**src/rtl/mem_arb_pkg.sv**
```systemverilog
// Shared types for the two-port memory arbiter: FSM states, owner encoding,
// and the read-tag carried down the latency-matching pipe.
package mem_arb_pkg;

  localparam int LATENCY_DEF = 4;

  typedef enum logic [1:0] {
    IDLE  = 2'd0,
    OWN_I = 2'd1,
    OWN_D = 2'd2
  } arb_state_t;

  // Owner encoding, also used as the tag's is_d bit.
  localparam logic OWNER_I = 1'b0;
  localparam logic OWNER_D = 1'b1;

  typedef struct packed {
    logic valid;
    logic is_d;
  } tag_t;

endpackage

```
**src/rtl/arb_tag_pipe.sv**
```systemverilog
// Fixed-depth shift register of read tags. The head entry lines up with the
// memory's data_valid for the read that pushed it DEPTH cycles earlier.
module arb_tag_pipe
  import mem_arb_pkg::*;
#(
  parameter int DEPTH = LATENCY_DEF
) (
  input  logic clk,
  input  logic clr,
  input  tag_t tag_in,
  output tag_t head
);

  tag_t pipe [DEPTH];

  // Shift one slot per cycle; clear drops every in-flight tag.
  always_ff @(posedge clk) begin
    if (clr) begin
      for (int k = 0; k < DEPTH; k++) pipe[k] <= '0;
    end else begin
      pipe[0] <= tag_in;
      for (int k = 1; k < DEPTH; k++) pipe[k] <= pipe[k-1];
    end
  end

  assign head = pipe[DEPTH-1];

endmodule

```
**src/rtl/mem_arbiter.sv**
```systemverilog
// Arbitrates the I-cache fill FSM and the D-cache fill/write path onto one
// pipelined main memory, holding ownership across locked bursts and steering
// read data back through an in-order tag pipe.
module mem_arbiter
  import mem_arb_pkg::*;
#(
  parameter int LATENCY = LATENCY_DEF,
  parameter int ADDR_W  = 16,
  parameter int DATA_W  = 16
) (
  input  logic              clk,
  input  logic              rst_n,
  input  logic              i_req,
  input  logic              i_wr,
  input  logic [ADDR_W-1:0] i_addr,
  input  logic [DATA_W-1:0] i_wdata,
  input  logic              i_lock,
  output logic              i_gnt,
  output logic              i_rvalid,
  output logic [DATA_W-1:0] i_rdata,
  input  logic              d_req,
  input  logic              d_wr,
  input  logic [ADDR_W-1:0] d_addr,
  input  logic [DATA_W-1:0] d_wdata,
  input  logic              d_lock,
  output logic              d_gnt,
  output logic              d_rvalid,
  output logic [DATA_W-1:0] d_rdata,
  output logic              mem_en,
  output logic              mem_wr,
  output logic [ADDR_W-1:0] mem_addr,
  output logic [DATA_W-1:0] mem_wdata,
  input  logic [DATA_W-1:0] mem_rdata,
  input  logic              mem_rvalid,
  output logic              err
);

  localparam int CNT_W = $clog2(LATENCY + 1);

  arb_state_t       state, state_nxt;
  logic             owner;
  logic             rr_last;   // port granted most recently
  logic [CNT_W-1:0] blank_cnt;
  logic             blank;
  logic             fwd;
  tag_t             tag_in, head;

  // State register.
  always_ff @(posedge clk) begin
    if (!rst_n) state <= IDLE;
    else        state <= state_nxt;
  end

  // Next state: stay with the owner while its lock is high; from IDLE a
  // locked port only takes ownership on the edge where it is granted.
  always_comb begin
    state_nxt = IDLE;
    if (owner == OWNER_I) begin
      if (i_lock && (state == OWN_I || i_gnt)) state_nxt = OWN_I;
    end else begin
      if (d_lock && (state == OWN_D || d_gnt)) state_nxt = OWN_D;
    end
  end

  // Outputs: pick the owner, forward its request to memory, stall the other.
  // Nothing is issued while reset is held so no tag can be lost.
  always_comb begin
    owner     = OWNER_I;
    i_gnt     = 1'b0;
    d_gnt     = 1'b0;
    mem_en    = 1'b0;
    mem_wr    = 1'b0;
    mem_addr  = '0;
    mem_wdata = '0;
    unique case (state)
      OWN_I:   owner = OWNER_I;
      OWN_D:   owner = OWNER_D;
      default: begin
        if (i_req && d_req) owner = ~rr_last;
        else if (d_req)     owner = OWNER_D;
      end
    endcase
    if (rst_n) begin
      if (owner == OWNER_D) begin
        d_gnt  = d_req;
        mem_en = d_req;
        if (d_req) begin
          mem_wr    = d_wr;
          mem_addr  = d_addr;
          mem_wdata = d_wdata;
        end
      end else begin
        i_gnt  = i_req;
        mem_en = i_req;
        if (i_req) begin
          mem_wr    = i_wr;
          mem_addr  = i_addr;
          mem_wdata = i_wdata;
        end
      end
    end
  end

  // Round-robin memory: remember who got the last grant; reset favours D.
  always_ff @(posedge clk) begin
    if (!rst_n)      rr_last <= OWNER_I;
    else if (mem_en) rr_last <= owner;
  end

  // Only reads leave a tag; is_d records the issuer for response routing.
  assign tag_in = '{valid: mem_en & ~mem_wr, is_d: owner};

  arb_tag_pipe #(.DEPTH(LATENCY)) u_tag_pipe (
    .clk    (clk),
    .clr    (~rst_n),
    .tag_in (tag_in),
    .head   (head)
  );

  // Blanking window after reset: reads issued before reset may still return.
  always_ff @(posedge clk) begin
    if (!rst_n)                blank_cnt <= CNT_W'(LATENCY);
    else if (blank_cnt != '0)  blank_cnt <= blank_cnt - CNT_W'(1);
  end

  assign blank = ~rst_n | (blank_cnt != '0);

  // Sticky protocol error: memory data_valid disagrees with the tag pipe.
  always_ff @(posedge clk) begin
    if (!rst_n)                                  err <= 1'b0;
    else if (!blank && (mem_rvalid != head.valid)) err <= 1'b1;
  end

  // Response steering depends only on the tag head, never on the owner.
  assign fwd      = ~blank & mem_rvalid & head.valid;
  assign i_rvalid = fwd & ~head.is_d;
  assign d_rvalid = fwd &  head.is_d;
  assign i_rdata  = i_rvalid ? mem_rdata : '0;
  assign d_rdata  = d_rvalid ? mem_rdata : '0;

endmodule

```
**config.mk**
```make
export PLATFORM = sky130hd
export DESIGN_NAME = mem_arbiter
export DESIGN_NICKNAME = d
export VERILOG_FILES = /design/src/rtl/mem_arb_pkg.sv /design/src/rtl/arb_tag_pipe.sv /design/src/rtl/mem_arbiter.sv
export SDC_FILE = /design/constraint.sdc
export NUM_CORES = 1
export LEC_CHECK = 0
export CAP_MARGIN = 20
export CORE_ASPECT_RATIO = 1.5
export CORE_MARGIN = 10
export CORE_UTILIZATION = 28
export CTS_CLUSTER_DIAMETER = 120
export CTS_CLUSTER_SIZE = 20
export DETAILED_ROUTE_END_ITERATION = 6
export MAX_ROUTING_LAYER = met4
export PLACE_DENSITY = 0.84
export REMOVE_ABC_BUFFERS = 1
export SYNTH_ARGS = -nofsm -noshare
export SYNTH_HDL_FRONTEND = slang
export SYNTH_HIERARCHICAL = 1
export SYNTH_SLANG_ARGS = --single-unit
```
**constraint.sdc**
```tcl
create_clock -name clk -period 6.5 [get_ports clk]
set_clock_uncertainty 0.15 [all_clocks]
set_input_delay 1.3 -clock clk [delete_from_list [all_inputs] [get_ports clk]]
set_output_delay 1.3 -clock clk [all_outputs]
set_load 0.05 [all_outputs]
```
==> impl_metrics.json <==
{
  "switching_share_pct": 39.2,
  "die_area_um2": 7710,
  "final_core_util_pct": 65.1,
  "cts.clk_slew.worst_paths_ps": 60,
  "setup_failing_eps_final": 0,
  "cts_made_buffers": 3,
  "ratio_of_cells_with_drive_above_1_in_the_final_layout_pct": 3.54,
  "power.static_leakage_nw": 1.12,
  "whs_endpoint": "u_tag_pipe/pipe[1][1]$_SDFF_PP0_",
  "crit_path_end_kind": "output port",
  "netlist_instances": 158,
  "cts_root_buffer": "clkbuf_8",
  "drt_iter0_markers": 52,
  "buffer_ports.inserted": 159,
  "reg2reg_from": "state[0]$_SDFF_PP0_",
  "worstMarginPinSlew_ps": 777,
  "tritoncts": "built",
  "synth_top_area_cell": "dfxtp_1",
  "grt_max_degree": 29,
  "grt_pass1_vias": 1943,
  "area.sequential_um2": 300,
  "area_of_the_core_um2": 4470,
  "gp_routability_congestion": 0.828,
  "hold_class": "reg -> reg",
  "floorplan.die.width_um": 75.1,
  "intPower_uw": 260,
  "area_delta_synth_final_pct": 128,
  "filler_cell_count": 390,
  "timing.fmax_mhz": 187,
  "hold_violation_total_from_the_final_report": 0,
  "drtAntennaViolNets": 0,
  "synth_area_leaders": "dfxtp_1 (24%), a22o_1 (19%), and2_1 (16%)",
  "i_o_pin_total": 160,
  "max_slew_margin_pct": 48.0,
  "post_route_clock_period_utilization_pct": 82.3,
  "power_density_nw_per_um2": 147,
  "route.detailed.vias_per_inst": 5.18,
  "worst-endpoint-arrival_ps": 3900,
  "cp_class": "in -> out",
  "critical_path.startpoint_type": "primary input",
  "required_ps": 5050,
  "yosys.area.top_type_share_pct": 23.6,
  "floorplan.die.height_um": 103,
  "unrepaired_setup_endpoints_after_global_routing": "false",
  "multiInputGateArea_um2": 872,
  "most_frequent_standard_cell_in_the_layout_excluding_fill_and_tap_cells": "clkdlybuf4s50_1",
  "aggregate_negative_setup_slack_ps": 0,
  "outcome": "finished, final reports clean",
  "clock_path_buffers": 2,
  "power.combinational.fraction_pct": 56.7,
  "r2r_setup_slack_ps": 4280,
  "power.share.clock_pct": 17.6,
  "ys_ff_latch": 15,
  "postCtsHoldBufs": 0,
  "drcViolationCount": 0,
  "clk-insertion-delay-late_ps": 250,
  "detailed_place_hpwl_mm": 6.11,
  "insertedDiodeCount": 0,
  "antenna_found_initial": 0,
  "num-nets-final": 406,
  "cts_resized": 0,
  "route.detailed.wl_per_inst_um": 19.1,
  "drtPass1Iterations": 4,
  "ys_types": 33,
  "placement_rows": 30,
  "peakVddDrop_uv": 79.7,
  "syn-cell-area_um2": 1270,
  "ys_warn_count": 6,
  "critical_path_peak_fanout": 22,
  "share_of_synthesized_area_occupied_by_flip_flops_and_latches_pct": 23.6,
  "cap_viol_max_count": 0,
  "beginning_of_the_worst_hold_path": "u_tag_pipe/pipe[0][1]$_SDFF_PP0_",
  "min_period_ps": 5350,
  "synthesis.area_per_instance_um2": 8.07,
  "switchingPower_uw": 167,
  "power.sequential.fraction_pct": 25.8,
  "wire_length_after_detailed_routing_mm": 6.85,
  "reg2reg_depth": 8,
  "layout_common_cells": "clkdlybuf4s50_1 (159), and2_1 (33), a22o_1 (28)",
  "num_vias": 1858,
  "crit-reg2reg-capture": "u_tag_pipe/pipe[0][1]$_SDFF_PP0_",
  "cts_h_tree_lvls": 1,
  "cts.sink_count": 15,
  "hold-path-cell-count": 1,
  "pins_over_slew_limit": 0,
  "track_usage_pct": 17.0,
  "grt_first_pass_wirelength_mm": 9.59,
  "grt.overflow.total": 0,
  "cts_setup_buffers": 0,
  "floorplan.initialDensity_pct": 28.5
}
[worst max-delay path, stage by stage]
cell	delay, ps
clkdlybuf4s50_1	610
and2_1	300
a21oi_2	320
buf_4	310
a22o_1	210
clkdlybuf4s50_1	830
[cell usage after synthesis (all sizes together)]
cell type,count
nand2b,2
nand3,5
o2111ai,5
dfxtp,15
a22o,28
and2,33
clkbuf,2
xnor2,1
o31ai,1
o21ai,3
nor2,10
nor3,1
nor2b,9
a21oi,9
buf,10
ha,5
a211oi,1
inv,6
xor2,1
and2b,1
o2111a,1
nand4,1
o211ai,2
nand2,4
and3,1
mux2i,1
[state kept, by name (all words and copies together), names as in the netlist]
register         count
u_tag_pipe/pipe      8
rr_last              1
blank_cnt            3
err                  1
state                2
[metal layers]
| layer | GRT usage, % | up-vias | part of all wire [%] |
|---|---|---|---|
| met4 | 8.04 | 0 | 3.6 |
| li1 | - | 874 | - |
| met3 | 9.06 | 16 | 18 |
| met1 | 17.3 | 798 | 36 |
| met2 | 26.3 | 170 | 42 |
| met5 | - | - | 0 |
[final cells by class]
| class | instances | area share, % |
|---|---|---|
| sequential | 15 | 10.3 |
| multi-input combinational | 125 | 30.0 |
| clock buffer | 3 | 1.42 |
| clock inverter | 1 | 0.172 |
| timing repair buffer | 161 | 55.2 |
| tap | 48 | 2.07 |
| inverter | 6 | 0.775 |
[cell families (layout without fill, tap and decap cells)]
kind of cell,Yosys count,count (layout),share of synthesized area [%]
buf+inv,18,171,8.34
flops,15,15,23.6
xor+xnor,2,2,1.37
mux,1,1,0.785
simple gates,67,67,30.4
compound gates,50,50,30.6
fa+ha+maj,5,5,4.91
[worst max path at each step]
stage               startpoint         end
CTS                      i_req      mem_wr
global route             i_req      mem_wr
detailed placement       i_req      mem_wr
global placement         rst_n  i_rdata[5]
finish                   i_req      mem_wr
floorplan                i_req      mem_wr
[power groups by stage]
stage               clock (mW)  sequential, mW  combinational [mW]
global placement             0           0.112               0.239
global route            0.0820           0.111               0.259
CTS                     0.0782           0.110               0.244
finish                  0.0751           0.110               0.242
floorplan                    0           0.115               0.129
detailed placement           0           0.112               0.244
[stage by stage]
step / instance area [µm²] / power [mW] / instances / setup WS (ps) / hold WS (ps)
6_report: 2910 / 0.427 / 359 / 1150 / 286
4_1_cts: 2910 / 0.433 / 359 / 1190 / 292
3_5_place_dp: 2860 / 0.356 / 355 / 1180 / 278
3_3_place_gp: 2860 / 0.351 / 355 / 1210 / 268
2_1_floorplan: 1190 / 0.244 / 146 / 1110 / 264
5_1_grt: 2910 / 0.453 / 359 / 1060 / 315
Note: power is estimated with default switching activity, not from simulation.
